### src/rtl/mux_nx1_rr.sv
// mux_nx1_rr: N:1 stream multiplexer with round-robin arbitration, optional
// packet locking and a registered output stage.
//
// Ports:
//   clk, rst_n          clock, asynchronous active-low reset
//   in_data  [N*W-1:0]  channel i occupies bits [i*W +: W]
//   in_valid [N-1:0]    per-channel beat valid
//   in_last  [N-1:0]    per-channel end-of-packet flag
//   in_ready [N-1:0]    per-channel accept (one-hot or zero)
//   out_data [W-1:0]    registered data
//   out_last            registered end-of-packet flag
//   out_sel  [SW-1:0]   registered index of the source channel
//   out_valid           registered output valid
//   out_ready           sink accept
module mux_nx1_rr #(
  parameter int N    = 4,
  parameter int W    = 8,
  parameter int LOCK = 1,
  localparam int SW  = (N > 1) ? $clog2(N) : 1
) (
  input  logic           clk,
  input  logic           rst_n,
  input  logic [N*W-1:0] in_data,
  input  logic [N-1:0]   in_valid,
  input  logic [N-1:0]   in_last,
  output logic [N-1:0]   in_ready,
  output logic [W-1:0]   out_data,
  output logic           out_last,
  output logic [SW-1:0]  out_sel,
  output logic           out_valid,
  input  logic           out_ready
);

  typedef enum logic {
    IDLE,
    LOCKED
  } state_e;

  state_e        state_q, state_d;
  logic [SW-1:0] ptr_q, ptr_d;
  logic [SW-1:0] lock_ch_q, lock_ch_d;
  logic [W-1:0]  out_data_q, out_data_d;
  logic          out_last_q, out_last_d;
  logic [SW-1:0] out_sel_q, out_sel_d;
  logic          out_valid_q, out_valid_d;

  logic [SW-1:0] grant;
  logic          found;
  logic          space;
  logic          xfer;
  logic [W-1:0]  ch_data [N];

  for (genvar i = 0; i < N; i++) begin : g_unpack
    assign ch_data[i] = in_data[i*W +: W];
  end

  // Grant selection. The search index is one bit wider than SW so that
  // ptr+k can exceed N-1 and be folded back for non-power-of-two N.
  always_comb begin
    logic [SW:0]   sum;
    logic [SW-1:0] cand;
    grant = '0;
    found = 1'b0;
    sum   = '0;
    cand  = '0;
    if (state_q == LOCKED) begin
      grant = lock_ch_q;
      found = in_valid[lock_ch_q];
    end else begin
      for (int unsigned k = 0; k < N; k++) begin
        sum = {1'b0, ptr_q} + (SW+1)'(k);
        if (sum >= (SW+1)'(N)) begin
          sum = sum - (SW+1)'(N);
        end
        cand = sum[SW-1:0];
        if (!found && in_valid[cand]) begin
          found = 1'b1;
          grant = cand;
        end
      end
    end
  end

  // rst_n gates the handshake so nothing is accepted while reset is held.
  assign space = !out_valid_q || out_ready;
  assign xfer  = rst_n && space && found;

  always_comb begin
    in_ready = '0;
    if (xfer) begin
      in_ready[grant] = 1'b1;
    end
  end

  always_comb begin
    state_d     = state_q;
    ptr_d       = ptr_q;
    lock_ch_d   = lock_ch_q;
    out_data_d  = out_data_q;
    out_last_d  = out_last_q;
    out_sel_d   = out_sel_q;
    out_valid_d = out_valid_q;
    if (xfer) begin
      out_data_d  = ch_data[grant];
      out_last_d  = in_last[grant];
      out_sel_d   = grant;
      out_valid_d = 1'b1;
      if ((LOCK != 0) && !in_last[grant]) begin
        state_d   = LOCKED;
        lock_ch_d = grant;
      end else begin
        state_d = IDLE;
        ptr_d   = (grant == SW'(N-1)) ? '0 : grant + 1'b1;
      end
    end else if (out_ready) begin
      out_valid_d = 1'b0;
    end
  end

  always_ff @(posedge clk or negedge rst_n) begin
    if (!rst_n) begin
      state_q     <= IDLE;
      ptr_q       <= '0;
      lock_ch_q   <= '0;
      out_data_q  <= '0;
      out_last_q  <= 1'b0;
      out_sel_q   <= '0;
      out_valid_q <= 1'b0;
    end else begin
      state_q     <= state_d;
      ptr_q       <= ptr_d;
      lock_ch_q   <= lock_ch_d;
      out_data_q  <= out_data_d;
      out_last_q  <= out_last_d;
      out_sel_q   <= out_sel_d;
      out_valid_q <= out_valid_d;
    end
  end

  assign out_data  = out_data_q;
  assign out_last  = out_last_q;
  assign out_sel   = out_sel_q;
  assign out_valid = out_valid_q;

endmodule

### config.mk
export PLATFORM = sky130hd
export DESIGN_NAME = mux_nx1_rr
export DESIGN_NICKNAME = d
export VERILOG_FILES = /design/src/rtl/mux_nx1_rr.sv
export SDC_FILE = /design/constraint.sdc
export NUM_CORES = 1
export LEC_CHECK = 0
export ABC_CLOCK_PERIOD_IN_PS = 3000
export CAP_MARGIN = 5
export CORE_MARGIN = 3
export CORE_UTILIZATION = 42
export CTS_CLUSTER_DIAMETER = 100
export DETAILED_ROUTE_END_ITERATION = 10
export PLACE_DENSITY = 0.9
export SETUP_SLACK_MARGIN = 0.1
export SYNTH_ARGS = -nofsm -noshare
export SYNTH_HDL_FRONTEND = slang
export SYNTH_SLANG_ARGS = --single-unit
### constraint.sdc
create_clock -name clk -period 3 [get_ports clk]
set_input_delay 0.6 -clock clk [delete_from_list [all_inputs] [get_ports clk]]
set_output_delay 0.6 -clock clk [all_outputs]
set_load 0.02 [all_outputs]
==> summary.txt, run 1 <==
Cells and area
  • Nets: about 280
  • Inserted Diodes: 0
  • Final cell count without fillers: 269
  • Fillers: ~190
  • Layout cells sized above 1: a little under a third
  • Post-Layout Inst Area: ~2200 µm²
  • Area delta synth->final: 62.7%

Timing
  • Max Fclk: roughly 350 MHz
  • Final WS setup: around 0.16 ns
  • Tmin final: approximately 2.8 ns
  • Final TNS setup: 0 ns
  • Worst rel slew slack: 74.3%
  • Setup violators final: 0
  • Clock Skews: between 0.009 and 0.01 ns
  • Hold Fails Final Rpt: 0
  • Final Cycle Share: between 90 and 100%
  • Max Slew Vio Count: 0
  • Unrepaired setup endpoints after global routing: false
  • Slew @ Worst Pin: just under 0.4 ns

Floorplan
  • Die area: slightly below 4000 µm²
  • Die height: about 63 µm
  • Num ports: 59
  • Row Count: 19
  • DIE WIDTH: 62.8 µm
  • Starting Density: 46.4%
  • CORE AREA: between 2000 and 3000 µm²

Critical path
  • Setup crit end kind: output port
  • CP startpoint kind: primary input
  • CP Class: in -> out
  • Worst-path fanout max: 5
  • WP data arrival: about 2.2 ns
  • Req. time, crit path: approximately 2.4 ns

Logic synthesis
  • Gate Count Post-Synth: ~140
  • Seq/Total Area, Yosys: about a third
  • Post-synth ARST share: between 90% and 100%
  • Net Count, Synth: approximately 190
  • Ys flop type: dfrtp_1
  • Mapped cell area: 1360 µm²
  • Mean post-synth cell area: ~9.8 µm²
  • Synth warn: 0
  • Post-synth EDFFs: 0
  • Flops & latches, synth: 17
  • Top post-synthesis cells by area: dfrtp_1 31%, mux2i_1 14%, o221ai_1 5.8%
  • Synth cell types: 44
  • Yosys top cell by area: dfrtp_1
  • Area share of the largest cell type after synthesis: 31.4%

Job
  • Max Cap Violations: 0

GRT
  • Congestion Overflow GR: 0
  • Total track usage: approximately 23%
  • Vias in the first global route: between 1500 and 2000
  • Largest net degree at the start of global routing: 20
  • Initial antenna violation count: 0
  • First-pass GRT wire length: around 7400 µm

Routing
  • Via count: ~1500
  • TritonRoute pass-1 iters: 4
  • Drt initial violations: 67
  • DRC: 0
  • Remaining antenna violation count: 0
  • Drt wl/cell: roughly 16 µm
  • Vias per cell: around 5.6
  • Final WL: ~4400 µm

Pwr
  • Sw Pwr: a little under 900 µW
  • Sequential power share: ~22%
  • Net Sw Frac: a little over two fifths
  • Pwr Total: just over 2000 µW
  • LEAKAGE: about 0.0010 µW
  • Clock power frac: around 6.4%
  • Internal power: 1140 µW
  • Combinational Power Share: a little under three quarters
  • Pwr/cell area: approximately 920 nW/µm²
  • VDD IR max: 0.655 mV

Placement
  • Gpl congestion: slightly below 0.9
  • Post-placement cell area: between 2000 and 2500 µm²
  • Final HPWL DP: roughly 3300 µm
  • Post-Place Setup Slack: -0.646 ns
  • IO Port Bufs: between 50 and 60
  • Cells after DPL: about 260

Clock tree
  • Clk pin slew, worst setup/hold paths: approximately 0.11 ns
  • Clk Latency, worst-skew pair: 0.30 ns
  • Total CTS buffers: 3
  • Sink Count: 17
  • Clk root buf: clkbuf_4
  • H-tree levels: 1
  • Count of hold-fix buffers inserted at cts: 0
  • CTS tree: done
  • Max clock buf depth: 2

Status
  • Status: completed

Worst hold path
  • Worst Hold Class: reg -> reg
[stage by stage]
step           utilization (%)  hold slack (ns)
5_1_grt                   75.5            0.527
3_5_place_dp              71.7            0.462
4_1_cts                   74.5            0.498
3_3_place_gp              71.7            0.464
2_1_floorplan                -            0.304
6_report                  75.5            0.497
[final timing paths]
kind / start / endpoint / slack (ns) / cells after the start
max: in_valid[3] / in_ready[1] / 0.16 / 8
min: out_sel[0] / out_sel[0] / 0.50 / 2
max reg2reg: ptr_q[1] / lock_ch_q[1] / 0.64 / 8
min reg2reg: out_sel[0] / out_sel[0] / 0.50 / 2
max in group asynchronous: rst_n / ptr_q[0] / 2.09 / 2
min in group asynchronous: rst_n / out_sel[0] / 0.69 / 2
[per-layer routing]
metal / part of all wire (%) / vias to the layer above / track usage, %
met5: 0 / - / 0
met4: 1.9 / 0 / 6.89
met3: 8.0 / 12 / 6.83
met2: 51 / 80 / 41.8
met1: 39 / 706 / 25.4
li1: - / 695 / -
[registers in the layout (all words and copies together) (netlist names)]
| name | count |
|---|---|
| out_data | 8 |
| lock_ch_q | 2 |
| out_sel | 2 |
| ptr_q | 2 |
| out_last | 1 |
| out_valid | 1 |
| state_q | 1 |
[layout make-up]
class                           instances  area, µm²  area share, %
Clock buffer                            3       22.5           1.02
Tap cell                               42       52.6           2.38
Timing Repair Buffer                   92        806           36.5
Sequential cell                        17        428           19.4
Clock inverter                          1       5.00          0.227
Inverter                                4       15.0          0.680
Multi-Input combinational cell        110        878           39.8
[cell families after synthesis]
logic type / after synthesis / synth area share (%)
AND/OR/NAND/NOR: 48 / 18.7
multiplexers: 24 / 19.3
adder cells (fa/ha/maj): 4 / 3.69
AO/OA/AOI/OAI: 34 / 19.3
buffers and inverters: 12 / 7.66
flip-flops: 17 / 31.4
[timing repair]
item,CTS,global route
pin swaps,3,6
gates resized for setup,29,17
endpoints found under the setup margin,4,4
endpoints found under the hold margin,0,0
buffers inserted,3,5
[power groups by stage]
stage / combinational [µW] / clock [µW] / sequential (µW)
floorplan: 750 / 0 / 502
global placement: 1270 / 0 / 425
detailed placement: 1330 / 0 / 432
CTS: 1390 / 127 / 433
global route: 1560 / 138 / 455
finish: 1450 / 129 / 440
[Yosys cell counts (all sizes together), types with 3 or more instances]
cell	instances
nand2	20
mux2i	19
dfrtp	17
o221ai	9
nor2	7
buf	6
nand2b	5
o21ai	5
a21oi	4
and2	4
ha	4
inv	4
mux2	4
a21o	3
nand3	3
[cells in the final DEF (no fill, tap or decap), drive strengths merged, types with 2 or more instances in the layout]
master	instances
clkdlybuf4s50	50
buf	39
nand2	20
mux2i	19
dfrtp	17
o221ai	9
nor2	7
nand2b	5
o21ai	5
clkbuf	5
a21oi	4
and2	4
ha	4
inv	4
mux2	4
nand3	3
a21o	3
o2111ai	2
nor4	2
[worst max-delay path, stage by stage]
cell	delay (ns)
clkdlybuf4s15_1	0.25
buf_4	0.18
mux4_2	0.48
nand2_1	0.08
o21ai_1	0.09
and3_4	0.22
and2_1	0.16
buf_2	0.16
Power figures use the tool's default switching activity.
==> inputs of run 2 (changes only) <==
--- a/config.mk
+++ b/config.mk
@@ -9,8 +9,8 @@
 export CAP_MARGIN = 5
 export CORE_MARGIN = 3
 export CORE_UTILIZATION = 42
-export CTS_CLUSTER_DIAMETER = 100
 export DETAILED_ROUTE_END_ITERATION = 10
+export GPL_ROUTABILITY_DRIVEN = 0
 export PLACE_DENSITY = 0.9
 export SETUP_SLACK_MARGIN = 0.1
 export SYNTH_ARGS = -nofsm -noshare
==> summary.txt, run 2 (same netlist as run 1, synthesis figures left out) <==
GRT
  • Vias in the first global route: 1596 (was 1588)
  • Largest net degree at the start of global routing: 20 (unchanged)
  • First-pass GRT wire length: 7490 µm (was 7370 µm)
  • Total track usage: 23.3% (was 22.9%)
  • Initial antenna violation count: 0 (unchanged)
  • Congestion Overflow GR: 0 (unchanged)

Pwr
  • Net Sw Frac: 42.9% (was 43.6%)
  • Internal power: 1240 µW (was 1140 µW)
  • Sequential power share: 20.3% (was 21.8%)
  • Combinational Power Share: 73.8% (was 71.8%)
  • Clock power frac: 5.9% (was 6.4%)
  • Sw Pwr: 928 µW (was 880 µW)
  • LEAKAGE: 0.00112 µW (was 0.00104 µW)
  • Pwr Total: 2160 µW (was 2020 µW)
  • Pwr/cell area: 913 nW/µm² (was 915 nW/µm²)
  • VDD IR max: 0.607 mV (was 0.655 mV)

Cells and area
  • Most common cell after layout, fill and taps aside: clkdlybuf4s50_1 (unchanged)
  • Layout cells sized above 1: 37.4% (was 30.8%)
  • Area delta synth->final: 74.8% (was 62.7%)
  • Inserted Diodes: 0 (unchanged)
  • Max reg flops: 8 (unchanged)
  • Fillers: 161 (was 192)
  • Commonest non-fill, non-tap cells in the layout: 50 x clkdlybuf4s50_1, 45 x buf_4, 19 x mux2i_1 (was 50 x clkdlybuf4s50_1, 36 x buf_4, 19 x mux2i_1)
  • FF+latch area: 428 µm² (unchanged)
  • Nets: 286 (was 275)
  • Final cell count without fillers: 280 (was 269)
  • Multi-input logic area: 946 µm² (was 878 µm²)

Routing
  • Highest metal used: met4 (unchanged)
  • Remaining antenna violation count: 0 (unchanged)
  • Drt initial violations: 117 (was 67)
  • Met2 Wirelength: 2380 µm (was 2220 µm)
  • Via count: 1569 (was 1493)
  • Vias per cell: 5.60 (was 5.55)
  • TritonRoute pass-1 iters: 5 (was 4)
  • Wire length on met3: 360 µm (was 353 µm)
  • Drt wl/cell: 16.6 µm (was 16.3 µm)
  • WL met1: 1710 µm (was 1730 µm)
  • DRC: 0 (unchanged)
  • Final WL: 4640 µm (was 4400 µm)

Floorplan
  • Die height: 62.8 µm (unchanged)
  • Die area: 3950 µm² (unchanged)
  • Row Count: 19 (unchanged)
  • Num ports: 59 (unchanged)
  • DIE WIDTH: 62.8 µm (unchanged)
  • Starting Density: 46.4% (unchanged)
  • CORE AREA: 2920 µm² (unchanged)

Clock tree
  • Clk root buf: clkbuf_4 (unchanged)
  • Total CTS buffers: 3 (unchanged)
  • Clk pin slew, worst setup/hold paths: 0.10 ns (was 0.11 ns)
  • Sink Count: 17 (unchanged)
  • H-tree levels: 1 (unchanged)
  • CTS tree: done (unchanged)
  • Clk Latency, worst-skew pair: 0.30 ns (about the same)
  • Max clock buf depth: 2 (unchanged)

Critical path
  • Slowest cell on crit path: dfrtp_2 (was mux4_2)
  • CP Class: reg -> out (was in -> out)
  • Req. time, crit path: 2.40 ns (about the same)
  • CP Cell Sequence: buf_6, mux2i_1, nor2_1, a2111oi_2, a21o_1, inv_1, ha_1, and2_1, buf_2 (was clkdlybuf4s15_1, buf_4, mux4_2, nand2_1, o21ai_1, and3_4, and2_1, buf_2)
  • Slowest cell delay on critical path: 0.47 ns (was 0.48 ns)
  • Worst-path fanout max: 8 (was 5)
  • CP startpoint kind: register (was primary input)
  • Setup crit end kind: output port (unchanged)
  • WP data arrival: 2.28 ns (was 2.24 ns)

Worst hold path
  • Worst Hold Class: reg -> reg (unchanged)

Timing
  • Unrepaired setup endpoints after global routing: true (was false)
  • Worst rel slew slack: 74.6% (was 74.3%)
  • Clock Skews: 0.00774 ns (was 0.00981 ns)
  • Max Fclk: 348 MHz (was 352 MHz)
  • Setup violators final: 0 (unchanged)
  • Hold Fails Final Rpt: 0 (unchanged)
  • Hold slack: 0.491 ns (was 0.497 ns)
  • Tmin final: 2.88 ns (was 2.84 ns)
  • Final TNS setup: 0 ns (unchanged)
  • Final Cycle Share: 95.9% (was 94.6%)
  • Slew @ Worst Pin: 0.380 ns (was 0.385 ns)
  • Final WS setup: 0.123 ns (was 0.161 ns)
  • Max Slew Vio Count: 0 (unchanged)

Placement
  • Cells after DPL: 257 (unchanged)
  • IO Port Bufs: 58 (unchanged)
  • Post-Place Setup Slack: -0.638 ns (was -0.646 ns)
  • Final HPWL DP: 3170 µm (was 3330 µm)

Job
  • Max Cap Violations: 0 (unchanged)

Status
  • Status: completed (unchanged)
==> run 2: critical path, delay by kind of cell, from the launching register on <==
| family | cells | cell delay [ns] |
|---|---|---|
| and+or+nand+nor | 2 | 0.23 |
| adders and majority gates | 1 | 0.21 |
| buffers and inverters | 3 | 0.39 |
| muxes | 1 | 0.22 |
| AOI/OAI and AO/OA | 2 | 0.47 |
| DFF | 1 | 0.47 |
==> run 2: cell type report <==
| type | count | area share (%) |
|---|---|---|
| tap | 42 | 2.22 |
| inverter | 4 | 0.633 |
| clock buffer | 4 | 1.11 |
| multi-input combinational | 110 | 39.9 |
| timing repair buffer | 103 | 38.1 |
| sequential | 17 | 18.0 |
==> run 2: stage by stage <==
stage	instance area, µm²	util [%]
CTS	2250	77.1
detailed placement	2100	71.7
finish	2370	81.1
global placement	2100	71.7
floorplan	1360	-
global route	2370	81.1
==> run 2: path summary, 6_finish.rpt <==
path | depth (start not counted) | end | slack, ns | startpoint
max | 9 | in_ready[0] | 0.12 | ptr_q[1]
min | 2 | out_sel[0] | 0.49 | out_sel[0]
max reg2reg | 14 | ptr_q[1] | 0.30 | ptr_q[1]
min reg2reg | 2 | out_sel[0] | 0.49 | out_sel[0]
max in group asynchronous | 2 | ptr_q[1] | 2.11 | rst_n
min in group asynchronous | 2 | ptr_q[0] | 0.67 | rst_n
==> run 2: timing repair <==
item | 4_1_cts | 5_1_grt
hold buffers | 0 | 0
cloned | 0 | 0
setup buffers | 13 | 7
resized for setup | 39 | 32
endpoints found under the setup margin | 4 | 10
pin swaps | 5 | 9
==> run 2: layer usage <==
metal,track usage (%),vias up
li1,-,712
met1,25.1,741
met2,43.1,91
met3,5.58,25
met4,9.64,0
met5,0,-
==> run 2: power by group through the flow <==
stage / Sequential [µW] / Clock [µW] / Combinational [µW]
after floorplan: 502 / 0 / 750
after global placement: 426 / 0 / 1260
after detailed placement: 430 / 0 / 1320
after CTS: 436 / 128 / 1420
after global routing: 458 / 138 / 1710
final: 440 / 128 / 1600
==> edit 1 (config.mk and constraints of run 2) <==
The parameter `W` goes from 8 to 9.
--- a/src/rtl/mux_nx1_rr.sv
+++ b/src/rtl/mux_nx1_rr.sv
@@ -14,7 +14,7 @@
 //   out_ready           sink accept
 module mux_nx1_rr #(
   parameter int N    = 4,
-  parameter int W    = 8,
+  parameter int W    = 9,
   parameter int LOCK = 1,
   localparam int SW  = (N > 1) ? $clog2(N) : 1
 ) (
Ports: changed (resized in_data and out_data); port bits go from 59 to 64. No check against the original RTL was run, so the function may have changed too.
==> edit 1 against run 2 <==
Setup slack better by 0.093 ns; synthesized area down 3.1%; fmax up 3.3%; power down 12%; sequential share of layout area up 4.2 points; wire length down 23%; sequential cell count up 1; cell area down 14%; critical endpoint is now in_ready[3].
==> edit 1: results (changes against run 2) <==
Status -> finished clean
Non-filler cells, final -> 235 (-16%)
Postcts setup bufs -> 0 (-13)
Clock skew after layout -> 0.001602 ns (-0.006142 ns)
Synth cell types -> 35 (-20%)
Cells after DPL -> 232 (-9.7%)
Syn Nets -> 168 (-9.7%)
1st-iter DRT viols -> 53 (-55%)
Largest net degree at the start of global routing -> 21 (+5.0%)
Crit path DAT -> 2.18 ns (-0.10 ns)
Relative slew slack -> 0.7917 (+0.04521)
Via count -> 1214 (-23%)
Total track usage -> 0.2040 (-0.02910)
Synth cell count leaders -> 27 x mux2i_1, 18 x dfrtp_1, 6 x mux2_2, 6 x nand2_1
Sequential-to-total area share from yosys stat -> 0.3429 (+0.02920)
Met1 wire length -> 1337 µm (-22%)
Vias in the first global route -> 1277 (-20%)
DP HPWL -> 2956 µm (-6.9%)
Worst stage delay on the critical path -> 0.31 ns (-0.16 ns)
P_leak -> 0.0009467 µW (-16%)
Launch point of the worst reg-to-reg path -> ptr_q[0]
DP Area -> 2011 µm² (-4.1%)
Worst Path Max Fanout -> 5 (-3)
Synth area leaders -> dfrtp_1 34%, mux2i_1 21%, mux2_2 5.1%
Initial antenna violation count -> 0 (unchanged)
PortBufs -> 63 (+8.6%)
Syn avg cell area -> 10.95 µm² (+12%)
Worst skew pair latency -> 0.28 ns (-0.02 ns)
Nets -> 243 (-15%)
Pint -> 1116 µW (-9.7%)
Crit-path slowest cell -> dlygate4sd2_1
Met2 routed WL -> 1937 µm (-19%)
Flop2flop setup slack -> 0.85 ns (+0.55 ns)
Hold_sp -> out_data[2]
CP delay by family, top -> buffers and inverters
Met3 wire length -> 241 µm (-33%)
Final WL -> 3550 µm (-23%)
Largest register FFs -> 9 (+1)
Reg clk slew, reported paths -> 0.10 ns (about the same)
Max clock buf depth -> 2 (unchanged)
CP startpoint -> in_valid[3]
First-pass GRT wire length -> 5664 µm (-24%)
Pre-antenna DRT Iters -> 4 (-1)
Share of layout cells above drive strength 1 -> 0.1969 (-0.1771)
## edit 1: cell count changes after synthesis, sizes merged, moves of 8 or more
| cell | change |
|---|---|
| mux2 | +8 |
| nand2 | -14 |
| mux2i | +8 |
| o221ai | -9 |
## edit 1: cells by family after synthesis
group | after synthesis | synth area share
buf+inv | 14 | 0.08667
fa+ha+maj | 1 | 0.009522
mux | 40 | 0.3343
flops | 18 | 0.3429
compound gates | 18 | 0.1067
simple gates | 29 | 0.1200
## edit 1: power by group through the flow
| stage | logic, µW | registers (µW) | clock network, µW |
|---|---|---|---|
| finish | 1320 | 462 | 120 |
| global route | 1430 | 479 | 131 |
| CTS | 1330 | 462 | 123 |
| detailed placement | 1340 | 463 | 0 |
| global placement | 1300 | 459 | 0 |
| floorplan | 851 | 543 | 0 |
## edit 1: layer usage
| metal | track usage | vias up |
|---|---|---|
| met4 | 0.05455 | 0 |
| met3 | 0.04545 | 4 |
| met5 | 0 | - |
| li1 | - | 578 |
| met2 | 0.4006 | 54 |
| met1 | 0.2154 | 578 |
## edit 1: layout make-up
type                            instances  area (µm²)
Clock buffer                            3       22.52
Fill cell                             246       848.3
Multi-Input combinational cell         88       753.2
Inverter                                8       30.03
Sequential cell                        18       450.4
Tap cell                               42       52.55
Timing Repair Buffer                   76       719.4
## edit 1: per-stage QoR
step | hold WS [ns] | setup WS (ns) | util
CTS | 0.5287 | 0.1909 | 0.7051
detailed placement | 0.5021 | -0.2581 | 0.6990
global route | 0.5396 | 0.1256 | 0.7051
floorplan | 0.3044 | 0.5160 | -
finish | 0.5215 | 0.2160 | 0.7051
global placement | 0.4793 | -0.1885 | 0.6990
## edit 1: worst paths after layout
path | to | depth (start not counted)
min reg2reg | out_data[2] | 1
max | in_ready[3] | 8
min in group asynchronous | out_last | 2
min | out_data[2] | 1
max reg2reg | lock_ch_q[0] | 9
max in group asynchronous | out_valid | 2
## edit 1: what timing repair did
item / 4_1_cts / 5_1_grt
resized for setup: 10 / 0
pin swaps: 0 / 1
endpoints found under the setup margin: 4 / 1
==> edit 2 (flow settings as in run 2) <==
Made on the original files. Reset style: synchronous (`rst_n`), changed in one clocked block. Comments in the files are not updated.
--- a/src/rtl/mux_nx1_rr.sv
+++ b/src/rtl/mux_nx1_rr.sv
@@ -117,7 +117,7 @@
     end
   end
 
-  always_ff @(posedge clk or negedge rst_n) begin
+  always_ff @(posedge clk) begin
     if (!rst_n) begin
       state_q     <= IDLE;
       ptr_q       <= '0;
Function: differs if rst_n is asserted again (counterexample within 4 cycles, from zero or initial values and one cycle with rst_n low); with rst_n held inactive, the same outputs for 10 cycles.
==> edit 2 against run 2 <==
Synthesized area about the same; global-route usage decreased by 4.1 points; die area about the same; setup slack improved by 0.078 ns; hold slack got worse by 0.0062 ns; sequential cell count unchanged; cell area decreased by 11%; clock power decreased by 8%; sequential power decreased by 10%; via count decreased by 11%; power decreased by 37%; wire length decreased by 20%.
==> edit 2: results (changes against run 2) <==
Met3 track utilization from global routing -> 0.04856 (-0.007194)
Pre-CTS setup slack -> -0.5880 ns (+0.04996 ns)
M1 GR Usage -> 0.2300 (-0.02111)
Final WL -> 3698 µm (-20%)
Initial antenna violation count -> 0 (unchanged)
Status -> finished clean
First-pass GRT wire length -> 6203 µm (-17%)
Pre-antenna DRT Iters -> 4 (-1)
Vias in the first global route -> 1399 (-12%)
Clock skew after layout -> 0.002181 ns (-0.005563 ns)
Synth cell types -> 49 (+11%)
Max clock buf depth -> 2 (unchanged)
Crit path DAT -> 2.20 ns (-0.08 ns)
Worst Path Max Fanout -> 6 (-2)
Inserted Diodes -> 0 (unchanged)
EDFF count, synth -> 0 (unchanged)
Grt met2 use -> 0.3395 (-0.09188)
DP HPWL -> 2968 µm (-6.5%)
Switching Fraction -> 0.4114 (-0.01746)
PostCTS Resize Cnt -> 30 (-23%)
Vias per cell -> 5.281 (-5.7%)
P_leak -> 0.0008936 µW (-20%)
Sequential-to-total area share from yosys stat -> 0.2507 (-0.06296)
Syn Nets -> 193 (+3.8%)
CP startpoint -> in_valid[1]
Share of layout cells above drive strength 1 -> 0.2329 (-0.1411)
Worst skew pair latency -> 0.28 ns (-0.02 ns)
Synth area leaders -> dfxtp_1 25%, mux2i_1 14%, o221ai_1 5.2%
Nets -> 267 (-6.6%)
HP Class -> reg2reg
Synth cell count leaders -> 19 x mux2i_1, 17 x dfxtp_1, 11 x nand2_1, 9 x nand3_1, 8 x o221ai_1
P_clk -> 118 µW (-8%)
Hold_sp -> out_last
1st-iter DRT viols -> 59 (-50%)
Cts bufs inserted -> 3 (unchanged)
Postcts setup bufs -> 1 (-12)
Crit-path slowest cell -> mux4_2
Total track usage -> 0.1925 (-0.04066)
Relative slew slack -> 0.6434 (-0.1031)
Worst stage delay on the critical path -> 0.47 ns (about the same)
CP delay by family, top -> simple AND/OR/NAND/NOR gates
Comb group -> 841 µW (-47%)
Launch point of the worst reg-to-reg path -> ptr_q[1]
H-tree depth -> 1 (unchanged)
Worst IR drop on VDD -> 377.4 µV (-38%)
Largest net degree at the start of global routing -> 19 (-5.0%)
Async S/R FF share, synth -> 0 (-1.000)
[edit 2: area by class of cell]
| cell class | instances | area (µm²) |
|---|---|---|
| clock buffers | 4 | 26.28 |
| fillers | 256 | 965.9 |
| inverters | 3 | 12.51 |
| multi-input cells | 117 | 968.4 |
| flip-flops and latches | 17 | 344.1 |
| well taps | 44 | 55.05 |
| repair buffers | 78 | 705.7 |
[edit 2: path summary, 6_finish.rpt]
path	endpoint	slack, ns	cells past startpoint
worst max register to register	out_data[3]	0.86	9
worst max-delay path	in_ready[1]	0.20	7
worst min-delay path	out_last	0.48	2
worst min register to register	out_last	0.48	2
[edit 2: layer usage]
layer	wire (µm)	vias to the layer above
met5	0	-
met4	36	0
met3	229	4
met2	1912	35
met1	1520	649
li1	-	701
[edit 2: cells by family (layout without fill, tap and decap cells)]
group	Yosys count	in the layout	synth area share
and+or+nand+nor	54	54	0.2470
adders and majority gates	4	4	0.03687
AOI/OAI and AO/OA	38	38	0.2286
buffers and inverters	12	85	0.06912
muxes	21	21	0.1677
DFF	17	17	0.2507
[edit 2: through the flow]
step / area (µm²) / TNS, ns / power [µW] / instances
4_1_cts: 2103 / 0 / 1355 / 263
2_1_floorplan: 1358 / 0 / 891.2 / 146
5_1_grt: 2112 / 0 / 1446 / 263
3_3_place_gp: 2054 / -2.089 / 1200 / 258
3_5_place_dp: 2054 / -2.280 / 1226 / 258
6_report: 2112 / 0 / 1354 / 263
[edit 2: worst register-to-register path: stages, from the launching register on]
cell      delay, ns
dfxtp_4        0.40
mux2_4         0.32
nor4b_4        0.26
nor3_2         0.07
a21oi_2        0.13
o31a_4         0.18
buf_4          0.12
buf_4          0.18
mux2i_1        0.22
o221ai_1       0.14
